<file path="src/rtl/vx_warp_ibuffer_if.sv">
// Valid/ready instruction channel shared by the fetch response side and the decode side
// of vx_warp_ibuffer; the producer uses the master modport, the consumer the slave modport.
interface vx_warp_ibuffer_if #(
  parameter int NUM_WARPS   = 4,
  parameter int NUM_THREADS = 4,
  parameter int XLEN        = 32,
  parameter int UUID_BITS   = 44
);
  localparam int NW_BITS = (NUM_WARPS > 1) ? $clog2(NUM_WARPS) : 1;
  localparam int UW      = (UUID_BITS > 0) ? UUID_BITS : 1;

  logic                   valid;
  logic                   ready;
  logic [UW-1:0]          uuid;
  logic [NUM_THREADS-1:0] tmask;
  logic [NW_BITS-1:0]     wid;
  logic [XLEN-1:0]        PC;
  logic [31:0]            data;

  modport master (output valid, uuid, tmask, wid, PC, data, input ready);
  modport slave  (input valid, uuid, tmask, wid, PC, data, output ready);
endinterface

</file>
<file path="src/rtl/vx_warp_ibuffer.sv">
// Per-warp instruction FIFOs with round-robin issue to decode and per-warp pop pulses.
// Optional macro VX_IBUF_PERF_EN adds saturating stall/empty performance counters.
module vx_warp_ibuffer #(
  parameter int NUM_WARPS   = 4,
  parameter int NUM_THREADS = 4,
  parameter int XLEN        = 32,
  parameter int UUID_BITS   = 44,
  parameter int DEPTH       = 2
) (
  input  logic                 clk,
  input  logic                 reset_n,
  vx_warp_ibuffer_if.slave     i_ifetch,
  vx_warp_ibuffer_if.master    o_ibuf,
  output logic [NUM_WARPS-1:0] ibuf_pop
`ifdef VX_IBUF_PERF_EN
  ,
  output logic [43:0]          perf_stall_cycles,
  output logic [43:0]          perf_empty_cycles
`endif
);
  localparam int NW_BITS = (NUM_WARPS > 1) ? $clog2(NUM_WARPS) : 1;
  localparam int UW      = (UUID_BITS > 0) ? UUID_BITS : 1;
  localparam int PW      = $clog2(DEPTH);
  localparam int CW      = $clog2(DEPTH + 1);
  localparam int EW      = UW + NUM_THREADS + XLEN + 32;
  localparam logic [CW-1:0] FULL_CNT = CW'(DEPTH);

  logic [1:0]           r_rst_sync;
  logic                 w_rst_n;
  logic [EW-1:0]        r_mem   [NUM_WARPS][DEPTH];
  logic [PW-1:0]        r_head  [NUM_WARPS];
  logic [PW-1:0]        r_tail  [NUM_WARPS];
  logic [CW-1:0]        r_count [NUM_WARPS];
  logic [NW_BITS-1:0]   r_rr_ptr;
  logic [NW_BITS-1:0]   r_lock_wid;
  logic                 r_lock;
  logic [NUM_WARPS-1:0] r_pop;

  logic                 w_wid_ok;
  logic                 w_enq_ready;
  logic                 w_enq;
  logic [NUM_WARPS-1:0] w_cand;
  logic                 w_rr_found;
  logic [NW_BITS-1:0]   w_rr_grant;
  logic [NW_BITS-1:0]   w_grant;
  logic [NW_BITS-1:0]   w_rr_next;
  logic                 w_valid;
  logic                 w_fire;
  logic [NUM_WARPS-1:0] w_enq_vec;
  logic [NUM_WARPS-1:0] w_deq_vec;
  logic [EW-1:0]        w_entry;

  // Reset synchronizer: assertion propagates immediately, release waits two clock edges.
  always_ff @(posedge clk or negedge reset_n) begin
    if (!reset_n) begin
      r_rst_sync <= 2'b00;
    end else begin
      r_rst_sync <= {r_rst_sync[0], 1'b1};
    end
  end
  assign w_rst_n = r_rst_sync[1];

  // Enqueue acceptance, round-robin search, grant lock and output entry selection.
  always_comb begin
    w_wid_ok    = (int'(i_ifetch.wid) < NUM_WARPS);
    w_enq_ready = 1'b0;
    if (w_wid_ok) begin
      w_enq_ready = (r_count[i_ifetch.wid] != FULL_CNT);
    end else begin
      w_enq_ready = 1'b0;
    end
    w_enq = i_ifetch.valid && w_enq_ready;

    w_cand     = '0;
    w_rr_found = 1'b0;
    w_rr_grant = r_rr_ptr;
    for (int w = 0; w < NUM_WARPS; w++) begin
      w_cand[w] = (r_count[w] != CW'(0));
    end
    for (int i = 0; i < NUM_WARPS; i++) begin
      if (!w_rr_found && w_cand[(int'(r_rr_ptr) + i) % NUM_WARPS]) begin
        w_rr_found = 1'b1;
        w_rr_grant = NW_BITS'((int'(r_rr_ptr) + i) % NUM_WARPS);
      end else begin
        w_rr_found = w_rr_found;
      end
    end

    // A stalled grant stays put so decode sees stable fields until it accepts.
    if (r_lock) begin
      w_grant = r_lock_wid;
    end else begin
      w_grant = w_rr_grant;
    end
    w_valid   = |w_cand;
    w_fire    = w_valid && o_ibuf.ready;
    w_rr_next = NW_BITS'((int'(w_grant) + 1) % NUM_WARPS);
    w_entry   = r_mem[w_grant][r_head[w_grant]];

    w_enq_vec = '0;
    w_deq_vec = '0;
    for (int w = 0; w < NUM_WARPS; w++) begin
      w_enq_vec[w] = w_enq && (int'(i_ifetch.wid) == w);
      w_deq_vec[w] = w_fire && (int'(w_grant) == w);
    end
  end

  assign i_ifetch.ready = w_enq_ready;
  assign o_ibuf.valid   = w_valid;
  assign o_ibuf.wid     = w_grant;
  assign o_ibuf.data    = w_entry[31:0];
  assign o_ibuf.PC      = w_entry[32 +: XLEN];
  assign o_ibuf.tmask   = w_entry[32 + XLEN +: NUM_THREADS];
  assign o_ibuf.uuid    = (UUID_BITS > 0) ? w_entry[32 + XLEN + NUM_THREADS +: UW] : {UW{1'b0}};
  assign ibuf_pop       = r_pop;

  // Entry storage; contents are only meaningful where count says so, so no reset.
  always_ff @(posedge clk) begin
    if (w_enq) begin
      r_mem[i_ifetch.wid][r_tail[i_ifetch.wid]] <=
        {i_ifetch.uuid, i_ifetch.tmask, i_ifetch.PC, i_ifetch.data};
    end else begin
      r_mem <= r_mem;
    end
  end

  // Pointers, counts, arbitration state and the registered pop pulse.
  always_ff @(posedge clk or negedge w_rst_n) begin
    if (!w_rst_n) begin
      for (int w = 0; w < NUM_WARPS; w++) begin
        r_head[w]  <= PW'(0);
        r_tail[w]  <= PW'(0);
        r_count[w] <= CW'(0);
      end
      r_rr_ptr   <= NW_BITS'(0);
      r_lock_wid <= NW_BITS'(0);
      r_lock     <= 1'b0;
      r_pop      <= '0;
    end else begin
      for (int w = 0; w < NUM_WARPS; w++) begin
        if (w_enq_vec[w]) r_tail[w] <= r_tail[w] + PW'(1);
        if (w_deq_vec[w]) r_head[w] <= r_head[w] + PW'(1);
        case ({w_enq_vec[w], w_deq_vec[w]})
          2'b10:   r_count[w] <= r_count[w] + CW'(1);
          2'b01:   r_count[w] <= r_count[w] - CW'(1);
          default: r_count[w] <= r_count[w];
        endcase
      end
      if (w_fire) begin
        r_rr_ptr <= w_rr_next;
        r_lock   <= 1'b0;
      end else if (w_valid) begin
        r_lock     <= 1'b1;
        r_lock_wid <= w_grant;
      end else begin
        r_lock <= 1'b0;
      end
      r_pop <= w_deq_vec;
    end
  end

`ifdef VX_IBUF_PERF_EN
  logic [43:0] r_perf_stall;
  logic [43:0] r_perf_empty;

  // Saturating counters of refused fetch requests and idle decode cycles.
  always_ff @(posedge clk or negedge w_rst_n) begin
    if (!w_rst_n) begin
      r_perf_stall <= 44'd0;
      r_perf_empty <= 44'd0;
    end else begin
      if (i_ifetch.valid && !w_enq_ready && (r_perf_stall != {44{1'b1}})) begin
        r_perf_stall <= r_perf_stall + 44'd1;
      end else begin
        r_perf_stall <= r_perf_stall;
      end
      if (!w_valid && (r_perf_empty != {44{1'b1}})) begin
        r_perf_empty <= r_perf_empty + 44'd1;
      end else begin
        r_perf_empty <= r_perf_empty;
      end
    end
  end
  assign perf_stall_cycles = r_perf_stall;
  assign perf_empty_cycles = r_perf_empty;
`endif

  vx_warp_ibuffer_chk #(
    .NUM_WARPS (NUM_WARPS),
    .NW_BITS   (NW_BITS)
  ) u_chk (
    .clk     (clk),
    .rst_n   (w_rst_n),
    .i_valid (i_ifetch.valid),
    .i_wid   (i_ifetch.wid)
  );
endmodule

// Simulation-only protocol checks on the fetch response channel.
module vx_warp_ibuffer_chk #(
  parameter int NUM_WARPS = 4,
  parameter int NW_BITS   = 2
) (
  input logic               clk,
  input logic               rst_n,
  input logic               i_valid,
  input logic [NW_BITS-1:0] i_wid
);
  a_wid_range: assert property (@(posedge clk) disable iff (!rst_n)
    i_valid |-> (int'(i_wid) < NUM_WARPS))
    else $error("vx_warp_ibuffer: ifetch_wid %0d out of range", i_wid);
endmodule

</file>
<file path="src/flat_wrapper.sv">
// flat-port wrapper written by rule: the top's interface ports become plain ports
module vx_warp_ibuffer_flat 
#(
  parameter int NUM_WARPS   = 4,
  parameter int NUM_THREADS = 4,
  parameter int XLEN        = 32,
  parameter int UUID_BITS   = 44,
  parameter int DEPTH       = 2
)
  (clk, reset_n, ibuf_pop, i_ifetch_valid, i_ifetch_uuid, i_ifetch_tmask, i_ifetch_wid, i_ifetch_PC, i_ifetch_data, i_ifetch_ready, o_ibuf_valid, o_ibuf_uuid, o_ibuf_tmask, o_ibuf_wid, o_ibuf_PC, o_ibuf_data, o_ibuf_ready);
  vx_warp_ibuffer_if #(.NUM_WARPS(NUM_WARPS), .NUM_THREADS(NUM_THREADS), .XLEN(XLEN), .UUID_BITS(UUID_BITS)) i_ifetch_i ();
  vx_warp_ibuffer_if #(.NUM_WARPS(NUM_WARPS), .NUM_THREADS(NUM_THREADS), .XLEN(XLEN), .UUID_BITS(UUID_BITS)) o_ibuf_i ();
  input  logic clk;
  input  logic reset_n;
  output logic [NUM_WARPS-1:0] ibuf_pop;
  input wire logic [$bits(i_ifetch_i.valid)-1:0] i_ifetch_valid;
  input wire logic [$bits(i_ifetch_i.uuid)-1:0] i_ifetch_uuid;
  input wire logic [$bits(i_ifetch_i.tmask)-1:0] i_ifetch_tmask;
  input wire logic [$bits(i_ifetch_i.wid)-1:0] i_ifetch_wid;
  input wire logic [$bits(i_ifetch_i.PC)-1:0] i_ifetch_PC;
  input wire logic [$bits(i_ifetch_i.data)-1:0] i_ifetch_data;
  output wire logic [$bits(i_ifetch_i.ready)-1:0] i_ifetch_ready;
  output wire logic [$bits(o_ibuf_i.valid)-1:0] o_ibuf_valid;
  output wire logic [$bits(o_ibuf_i.uuid)-1:0] o_ibuf_uuid;
  output wire logic [$bits(o_ibuf_i.tmask)-1:0] o_ibuf_tmask;
  output wire logic [$bits(o_ibuf_i.wid)-1:0] o_ibuf_wid;
  output wire logic [$bits(o_ibuf_i.PC)-1:0] o_ibuf_PC;
  output wire logic [$bits(o_ibuf_i.data)-1:0] o_ibuf_data;
  input wire logic [$bits(o_ibuf_i.ready)-1:0] o_ibuf_ready;
  assign i_ifetch_i.valid = i_ifetch_valid;
  assign i_ifetch_i.uuid = i_ifetch_uuid;
  assign i_ifetch_i.tmask = i_ifetch_tmask;
  assign i_ifetch_i.wid = i_ifetch_wid;
  assign i_ifetch_i.PC = i_ifetch_PC;
  assign i_ifetch_i.data = i_ifetch_data;
  assign i_ifetch_ready = i_ifetch_i.ready;
  assign o_ibuf_valid = o_ibuf_i.valid;
  assign o_ibuf_uuid = o_ibuf_i.uuid;
  assign o_ibuf_tmask = o_ibuf_i.tmask;
  assign o_ibuf_wid = o_ibuf_i.wid;
  assign o_ibuf_PC = o_ibuf_i.PC;
  assign o_ibuf_data = o_ibuf_i.data;
  assign o_ibuf_i.ready = o_ibuf_ready;
  vx_warp_ibuffer #(.NUM_WARPS(NUM_WARPS), .NUM_THREADS(NUM_THREADS), .XLEN(XLEN), .UUID_BITS(UUID_BITS), .DEPTH(DEPTH)) u_core (.clk(clk), .reset_n(reset_n), .i_ifetch(i_ifetch_i), .o_ibuf(o_ibuf_i), .ibuf_pop(ibuf_pop));
endmodule
</file>
<file path="config.mk">
export PLATFORM = sky130hd
export DESIGN_NAME = vx_warp_ibuffer_flat
export DESIGN_NICKNAME = d
export VERILOG_FILES = /design/src/rtl/vx_warp_ibuffer_if.sv /design/src/rtl/vx_warp_ibuffer.sv /design/src/flat_wrapper.sv
export SDC_FILE = /design/constraint.sdc
export NUM_CORES = 1
export LEC_CHECK = 0
export ABC_CLOCK_PERIOD_IN_PS = 7600
export CAP_MARGIN = 15
export CORE_ASPECT_RATIO = 1.75
export CORE_MARGIN = 2
export CORE_UTILIZATION = 55
export CTS_CLUSTER_SIZE = 16
export DETAILED_ROUTE_END_ITERATION = 10
export PLACE_DENSITY = 0.78
export SLEW_MARGIN = 20
export SYNTH_ARGS = -nofsm -noshare
export SYNTH_HDL_FRONTEND = slang
export SYNTH_HIERARCHICAL = 1
export SYNTH_SLANG_ARGS = --single-unit
</file>
<file path="constraint.sdc">
create_clock -name clk -period 7.6 [get_ports clk]
set_clock_uncertainty 0.2 [all_clocks]
set_input_delay 1.52 -clock clk [delete_from_list [all_inputs] [get_ports clk]]
set_output_delay 1.52 -clock clk [all_outputs]
set_load 0.02 [all_outputs]
</file>
---- Word-level counts from Yosys, hierarchy flattened ----
Cells that the tools add are included.
storage, ports and cells
  RAM bits ................................ 0
  output and inout port bits .............. 120
  flip-flop bits (word level) ............. 923
  bits in latches ......................... 0
  memories ................................ 0
  ROM bits ................................ 0
operators by class
  add/sub/neg operators ................... 20
  mux-type cells .......................... 44
  magnitude comparators ................... 10
  $mul .................................... 0
  reductions and logical operators ........ 33
  div/mod/pow operators ................... 0
  shifts and indexed selects .............. 0
  bitwise logic cells ..................... 8
  eq/ne operators ......................... 15
operators with widths
  cell                                                                   number
  896-bit bitwise mux                                                    1
  224-bit 2-to-1 mux                                                     3
  224-bit binary-select mux with 2-bit select                            1
  224-bit demux with 2-bit select                                        1
  112-bit 2-to-1 mux                                                     4
  112-bit demux with 1-bit select                                        1
  2-bit == test (second input constant)                                  8
  1-bit 2-to-1 mux                                                       16
  2-bit one-hot mux with 2 select lines                                  4
  2-bit nonzero test                                                     8
  1-bit logical AND                                                      15
  2-bit by 1-bit adder with 2-bit output (second input constant)         6
  1-bit binary-select mux with 2-bit select                              6
  2-bit by 1-bit == test with 1-bit output (second input constant)       6
  3-bit by 4-bit < comparator with 1-bit output (second input constant)  3
  2-bit 2-to-1 mux                                                       6
  1-bit adder (second input constant)                                    8
  2-bit by 1-bit subtractor with 2-bit output (second input constant)    4
  3-bit greater-or-equal comparator (second input constant)              2
  2-bit NOT with 3-bit output                                            2
  2-bit OR reduction                                                     3
  2-bit adder (second input constant)                                    2
  2-bit binary-select mux with 2-bit select                              1
  2-bit greater-or-equal comparator (second input constant)              2
  other kinds (11)                                                       17

---- Logic depth before layout (Yosys ltp) ----
Gate-level depths: netlist of run 1.
  word-level depth ........................ 23
  gate-level depth with buffers ........... 12

---- Worst setup path before layout of run 1 ----
No wires, ideal clock.
  path type ............................... in2reg
  from .................................... input port i_ifetch_wid[0]
  to ...................................... register u_core/r_mem[112] (netlist bit), enable pin
  data required time ...................... 6.804 ns
  setup slack ............................. -0.049 ns
  cell stages on the path ................. 2
  arrival time ............................ 6.853 ns
  path buffers ............................ 0
  path through ............................ mux4_2 -> nor2b_1
on the way
  cells in the longest elaborated chain, start to end .. 6
RTL lines
  element                                               RTL line                source
  from (decl)                                           flat_wrapper.sv:19      input wire logic [$bits(i_ifetch_i.wid)-1:0] i_ifetch_wid;
  2-bit NOT with 3-bit output (implied by the code)     vx_warp_ibuffer.sv:68   w_enq_ready = (r_count[i_ifetch.wid] != FULL_CNT);
  2-bit binary-select mux with 2-bit select             vx_warp_ibuffer.sv:68
  2-bit 2-to-1 mux (implied by the code) (2 in series)  vx_warp_ibuffer.sv:68
  2-bit inequality test                                 vx_warp_ibuffer.sv:68
  1-bit logical AND                                     vx_warp_ibuffer.sv:72   w_enq = i_ifetch.valid && w_enq_ready;
  to (signal, indexed assignment)                       vx_warp_ibuffer.sv:120  r_mem[i_ifetch.wid][r_tail[i_ifetch.wid]] <=
  to (signal assigned)                                  vx_warp_ibuffer.sv:123  r_mem <= r_mem;
  to (decl)                                             vx_warp_ibuffer.sv:30   logic [EW-1:0] r_mem [NUM_WARPS][DEPTH];
Every way passes these cells. The select of a mux whose other input is x is not followed.
A chain may end at the register's enable or synchronous reset.

---- Worst setup path after layout of run 1 ----
  from .................................... register u_core/r_count[2] (netlist bit)
  to ...................................... output port o_ibuf_uuid[2]
on the way
  cells in the longest elaborated chain, start to end .. 22
  elaborated cells between the ends (all ways) .. 36
  those cells by class .................... mux: 27; bitwise: 2; reduce/logical: 7
RTL lines
  element                                                   RTL line                source
  from (decl)                                               vx_warp_ibuffer.sv:33   logic [CW-1:0] r_count [NUM_WARPS];
  from (signal, indexed assignment)                         vx_warp_ibuffer.sv:144  2'b10: r_count[w] <= r_count[w] + CW'(1);
  from (signal, indexed assignment)                         vx_warp_ibuffer.sv:145  2'b01: r_count[w] <= r_count[w] - CW'(1);
  from (signal, indexed assignment)                         vx_warp_ibuffer.sv:146  default: r_count[w] <= r_count[w];
  2-bit nonzero test *                                      vx_warp_ibuffer.sv:78   w_cand[w] = (r_count[w] != CW'(0));
  1-bit binary-select mux with 2-bit select                 vx_warp_ibuffer.sv:81   if (!w_rr_found && w_cand[(int'(r_rr_ptr) + i) % NUM_WARPS]) begin
  1-bit 2-to-1 mux (implied by the code)                    vx_warp_ibuffer.sv:81
  1-bit 2-to-1 mux                                          vx_warp_ibuffer.sv:81
  1-bit logical NOT                                         vx_warp_ibuffer.sv:81
  1-bit logical AND                                         vx_warp_ibuffer.sv:81
  1-bit 2-to-1 mux                                          vx_warp_ibuffer.sv:81
  1-bit logical NOT                                         vx_warp_ibuffer.sv:81
  (+3 left out)                                             -
  1-bit logical AND                                         vx_warp_ibuffer.sv:81
  2-bit 2-to-1 mux *                                        vx_warp_ibuffer.sv:81
  2-bit 2-to-1 mux *                                        vx_warp_ibuffer.sv:90   if (r_lock) begin
  2-bit NOT with 3-bit output (implied by the code) *       vx_warp_ibuffer.sv:98   w_entry = r_mem[w_grant][r_head[w_grant]];
  1-bit binary-select mux with 2-bit select                 vx_warp_ibuffer.sv:98
  1-bit 2-to-1 mux (implied by the code) (2 in series)      vx_warp_ibuffer.sv:98
  1-bit NOT with 2-bit output (implied by the code)         vx_warp_ibuffer.sv:98
  112-bit 2-to-1 mux (implied by the code) * (3 in series)  vx_warp_ibuffer.sv:98
  to (decl)                                                 flat_wrapper.sv:24      output wire logic [$bits(o_ibuf_i.uuid)-1:0] o_ibuf_uuid;
Mark *: on every way between the ends. The rest lies on a longest branch, timed or not. The select of a mux whose other input is x is not followed.

==> results of run 1 <==
==> logic make-up (layout without fill, tap and decap cells) <==
group,Yosys count,after routing
xor gates and xnor gates,18,18
adders and majority gates,4,4
and+or+nand+nor,54,54
AOI/OAI and AO/OA,576,576
buffers and inverters,157,425
muxes,2,2
other,1,9
DFF,923,923
==> flip-flops by register name, indices dropped and copies added (netlist names) <==
name and cells:
u_core/r_rst_sync 2, u_core/r_rr_ptr 2, u_core/ibuf_pop 4, u_core/r_tail 4, u_core/r_lock_wid 2, u_core/r_mem 896
u_core/r_head 4, u_core/r_lock 1, u_core/r_count 8
==> synthesized netlist by cell type (2+ instances only) <==
master and number:
o221ai_1 448, ha_1 4, nand2_1 6, clkbuf_1 32, dfrtp_1 27, nand3_1 2
nor3_1 4, nand2_2 2, nand4b_1 2, nor2_1 15, mux4_2 2, nor2b_1 5
buf_2 93, xnor2_1 10, nand2b_2 3, a22oi_1 113, buf_4 12, nand2b_1 4
xor2_1 8, inv_1 4, nand2_4 2, a21oi_1 5, nor3_2 2, o21ai_0 4
buf_6 14, edfxtp_1 896
==> cell type report <==
type | instances | area share, %
clock buffer | 94 | 5.361
sequential | 923 | 69.47
clock inverter | 49 | 1.402
inverter | 6 | 0.08824
timing repair buffer | 276 | 7.091
antenna | 8 | 0.05042
multi-input combinational | 655 | 14.04
tap | 793 | 2.499
==> through the flow <==
step	instances	instance area, um2
final	2804	39700
after global routing	2803	39700
after CTS	2796	39680
after detailed placement	2653	37000
after global placement	2653	37000
after floorplan	1735	33920
==> worst paths after layout <==
check	depth (start not counted)	from	slack, ps	endpoint
min reg2reg	0	u_core/r_rst_sync[1]$_DFF_PN0_	70	u_core/ibuf_pop[0]$_DFF_PN0_
min in group clk	0	u_core/r_rst_sync[0]$_DFF_PN0_	160	u_core/r_rst_sync[1]$_DFF_PN0_
max	8	u_core/r_count[2]$_DFFE_PN0P_	860	o_ibuf_uuid[2]
max reg2reg	10	u_core/r_count[2]$_DFFE_PN0P_	3480	u_core/r_count[3]$_DFFE_PN0P_
max in group asynchronous	1	reset_n	6210	u_core/r_rst_sync[1]$_DFF_PN0_
min	0	u_core/r_rst_sync[1]$_DFF_PN0_	70	u_core/ibuf_pop[0]$_DFF_PN0_
==> critical path, delay by kind of cell, from the launching register on <==
kind,cells,cell delay (ps)
buffers and inverters,2,1150
AOI/OAI and AO/OA,5,1920
and+or+nand+nor,1,350
DFF,1,420
==> routing by layer <==
layer	wire [um]	vias up
met1	30030	10000
met3	7653	173
met4	2589	2
met5	12	-
met2	44370	1269
li1	-	8114
==> power breakdown <==
part | internal [W] | switching, W | total [W]
Clock | 0.00241 | 0.00174 | 0.00416
Combinational | 0.00289 | 0.00478 | 0.00767
Sequential | 0.00602 | 0.000172 | 0.00619
Total | 0.0113 | 0.00669 | 0.0180
==> results_dict.tcl, run 1 <==
set metrics [dict create \
    status "finished clean" \
    grt_max_degree 191 \
    yosysWarnings 6 \
    rsz0062_at_grt "no" \
    syn_nets 1857 \
    first_global_vias 20270 \
    hp-class "reg -> async" \
    power_w 0.01802 \
    use_met3_pct 4.368 \
    synthCells 1735 \
    drive_gt1_share_pct 9.186 \
    pre_cts_slack_ps 1621 \
    start_util_pct 55.50 \
    grt_overflow_total 0 \
    nFillCells 3935 \
    critPathSlowestCell "clkdlybuf4s50_1" \
    hold_viol_final 0 \
    cpMostUsedCell "a22oi_1" \
    wire_per_inst_um 30.19 \
    max_clock_freq_mhz 148.4 \
    critPathKind "reg -> out" \
    cp.arrival_ps 5020 \
    fin_hold_ws_ps 66.70 \
    crit_fanout 190 \
    finalSetupViolations 0 \
    p_leak_nw 12.17 \
    numCtsBuffers 79 \
    place.gp.congestion 0.8176 \
    vias 19560 \
    clk_pin_slew_ps 70 \
    drv_slew 0 \
    yosysTopAreaCell "edfxtp_1" \
    ff_latch_area_um2 27580 \
    synthDominantCellAreaShare_pct 79.33 \
    yosys.area_share.adder_pct 0.1476 \
    fin_setup_tns_ps 0 \
    synth_compound_area_share_pct 14.38 \
    netlist_area_um2 33920 \
    routed_wl_mm 84.66 \
    ir_drop_mv 0.5139 \
    layout.nets 2063 \
    top_usage_layer "met2" \
    yosysUniqueCellTypes 42 \
    die_w_um 191.7 \
    min_period_over_period_pct 88.64 \
    clock-sinks 923 \
    avgSynthCellArea_um2 19.55 \
    track_usage_pct 26.41 \
    num_rows 120 \
    viasPerCell 6.976 \
    cts-resized-gates 0 \
    setup_slack_ps 863.4 \
    cts_tree "done" \
    clock_latency_ps 620 \
    start_kind "register" \
    final_util_pct 64.97 \
    yosys.area_share.simple_pct 0.9924 \
    use_met1_pct 32.77 \
    maxCapViolations 0 \
    synthTopCellsByArea "edfxtp_1 (79%), o221ai_1 (12%), a22oi_1 (2.5%)" \
    io_pins 238 \
    die-height_um 332.5 \
    multi_input_area_um2 5573 \
    antenna_found_initial 9 \
    worstMarginPinSlew_ps 1429 \
    slew_headroom_pct 4.704 \
    final_cell_mix "edfxtp_1 (896), o221ai_1 (448), clkdlybuf4s50_1 (237)" \
    clockRootBuffer "clkbuf_16" \
    post-route-drc-count 0 \
    critPathCaptureType "output port" \
    cts_hold_buf 0 \
    htreeDepth 3 \
    cp_data_required_time_ps 5880 \
    synth-xor-area-share_pct 0.4648 \
    async_flop_share_pct 2.925 \
    drt_first_pass_iters 6 \
    cts_setup_buffers 0 \
    seq_area_frac_synth_pct 81.32 \
    postRouteAntennaNets 0 \
    io_buffers 237 \
    grt_use_met2_pct 45.53 \
    layout_min_cycle_time_ps 6737 \
    synthMuxAreaShare_pct 0.1328 \
    ys_ff_latch 923 \
    grt_pass1_wl_mm 124.8 \
    slowest_delay_ps 680 \
    layout_commonest_cell "edfxtp_1" \
    max-clock-path-buffers 3 \
    area_growth_syn_to_layout_pct 17.06 \
    cp_cell_sequence "or2_0 > a211o_1 > a22oi_1 > o31a_4 > buf_12 > o221ai_1 > a22oi_1 > clkdlybuf4s50_1" \
    ys.flop_type "edfxtp_1" \
    post-dp-hpwl_mm 44.37 \
    p_per_area_nw_per_um2 453.9 \
    synth_top_family_by_area "compound AO/OA/AOI/OAI gates" \
    dieArea_um2 63750 \
    synth_edf_count 896 \
    drtIter0Drc 2531 \
    core_um2 61110 \
]
Power figures use the tool's default switching activity.
==> inputs of run 2 (changes only) <==
CTS_CLUSTER_SIZE = 10   (was 16)
==> run 2 against run 1 <==
  * Sequential share of layout area is 0.081 points lower
  * Routed wire length grew 1.3%
  * Worst hold slack got worse by 1.6 ps
  * Combinational power barely moved
  * Global-route usage increased by 0.44 points
  * Final cell count down 0.46%
  * Flip-flop and latch count unchanged
==> results_dict.tcl, run 2 (synthesized netlist as in run 1, its figures left out) <==
set metrics [dict create \
    numCtsBuffers 102 \
    crit_fanout 133 \
    layout_min_cycle_time_ps 6693 \
    hold_viol_final 0 \
    postPlaceCellArea_um2 37000 \
    finalSetupViolations 0 \
    vias 19730 \
    worstMarginPinSlew_ps 1140 \
    layout.nets 2086 \
    viasPerCell 7.069 \
    drt_first_pass_iters 6 \
    grt_pass1_wl_mm 126.7 \
    reg_top3 "u_core/r_mem: 896 flops, u_core/r_count: 8 flops" \
    fin_setup_tns_ps 0 \
    post-route-drc-count 0 \
    min_period_over_period_pct 88.07 \
    r2r_cells 10 \
    postRouteAntennaNets 0 \
    drtIter0Drc 2171 \
    cp.arrival_ps 4970 \
    setup_slack_ps 906.8 \
    final_util_pct 65.05 \
    maxCapViolations 0 \
    pre_cts_slack_ps 1621 \
    routed_wl_mm 85.72 \
    io_pins 238 \
    dieArea_um2 63750 \
    io_buffers 237 \
    critPathKind "reg -> out" \
    cts_setup_buffers 0 \
    hp-class "reg -> async" \
    clockRootBuffer "clkbuf_16" \
    die_w_um 191.7 \
    rsz0062_at_grt "no" \
    post-dp-hpwl_mm 44.37 \
    ir_drop_mv 0.5173 \
    p_leak_nw 12.20 \
    track_usage_pct 26.86 \
    max_clock_freq_mhz 149.4 \
    regMostFlops "u_core/r_mem" \
    clock-sinks 923 \
    first_global_vias 20620 \
    grt_overflow_total 0 \
    cts-resized-gates 0 \
    final_cell_mix "edfxtp_1 (896), o221ai_1 (448), clkdlybuf4s50_1 (237)" \
    core_um2 61110 \
    start_util_pct 55.50 \
    layout_commonest_cell "edfxtp_1" \
    die-height_um 332.5 \
    start_kind "register" \
    p_per_area_nw_per_um2 454.3 \
    cts_hold_buf 0 \
    grt_max_degree 191 \
    clk_pin_slew_ps 60 \
    place.gp.congestion 0.8176 \
    antenna_found_initial 13 \
    critPathCaptureType "output port" \
    cp_data_required_time_ps 5880 \
    drive_gt1_share_pct 8.858 \
    max-clock-path-buffers 3 \
    clock_latency_ps 650 \
    final_cell_area_um2 39750 \
    htreeDepth 3 \
    num_rows 120 \
    fin_cells 2791 \
    area_growth_syn_to_layout_pct 17.20 \
    largest_register_ffs 896 \
    drv_slew 0 \
    wire_per_inst_um 30.71 \
    status "finished clean" \
    slew_headroom_pct 24.02 \
    cts_tree "done" \
    dpl.cell_count 2653 \
]
-- run 2: cell count changes in the layout (fill, tap and decap cells not counted), sizes merged --
cell      previous run  this run
diode                8        11
bufinv              12         0
clkinv              28         5
clkinvlp             6         0
clkbuf              94       119
-- run 2: report_power, final --
part | switching [W] | total, W | internal (W)
Sequential | 0.000171 | 0.00620 | 0.00603
Combinational | 0.00479 | 0.00768 | 0.00288
Clock | 0.00179 | 0.00418 | 0.00239
Total | 0.00675 | 0.0181 | 0.0113
-- run 2: final timing paths --
path	start	endpoint	slack, ps
max in group asynchronous	reset_n	u_core/r_rst_sync[1]$_DFF_PN0_	6250
worst min register to register	u_core/r_rst_sync[1]$_DFF_PN0_	u_core/ibuf_pop[0]$_DFF_PN0_	70
worst min-delay path	u_core/r_rst_sync[1]$_DFF_PN0_	u_core/ibuf_pop[0]$_DFF_PN0_	70
worst max-delay path	u_core/r_count[2]$_DFFE_PN0P_	o_ibuf_data[16]	910
worst max register to register	u_core/r_count[2]$_DFFE_PN0P_	u_core/r_count[3]$_DFFE_PN0P_	3430
min in group clk	u_core/r_rst_sync[0]$_DFF_PN0_	u_core/r_rst_sync[1]$_DFF_PN0_	150
-- run 2: area by class of cell --
cell class	instances	area [um2]
tap	793	992.2
sequential	923	27580
multi-input combinational	655	5573
clock inverter	8	107.6
inverter	6	35.03
timing repair buffer	276	2815
antenna	11	27.53
clock buffer	119	2616
fill	3950	21360
-- run 2: critical path, stage by stage (launching register included) --
cell and delay (ps):
dfrtp_1 410, or2_0 350, o21ai_0 180, o311ai_0 190, o31a_4 530, inv_6 820, buf_4 470, o221ai_1 190
a22oi_1 320, clkdlybuf4s50_1 660
-- run 2: per-layer routing --
layer,global-route usage [%],share of wire [%]
met1,32.94,36
met2,45.90,53
met3,5.213,8.5
met4,12.27,3.4
met5,0,0.028
-- run 2: per-stage QoR --
step / hold WS, ps / total power, W
finish: 65.09 / 0.01806
detailed placement: 142.0 / 0.01391
global route: 103.4 / 0.01872
CTS: 152.7 / 0.01811
global placement: 137.7 / 0.01379
floorplan: 120.6 / 0.01074
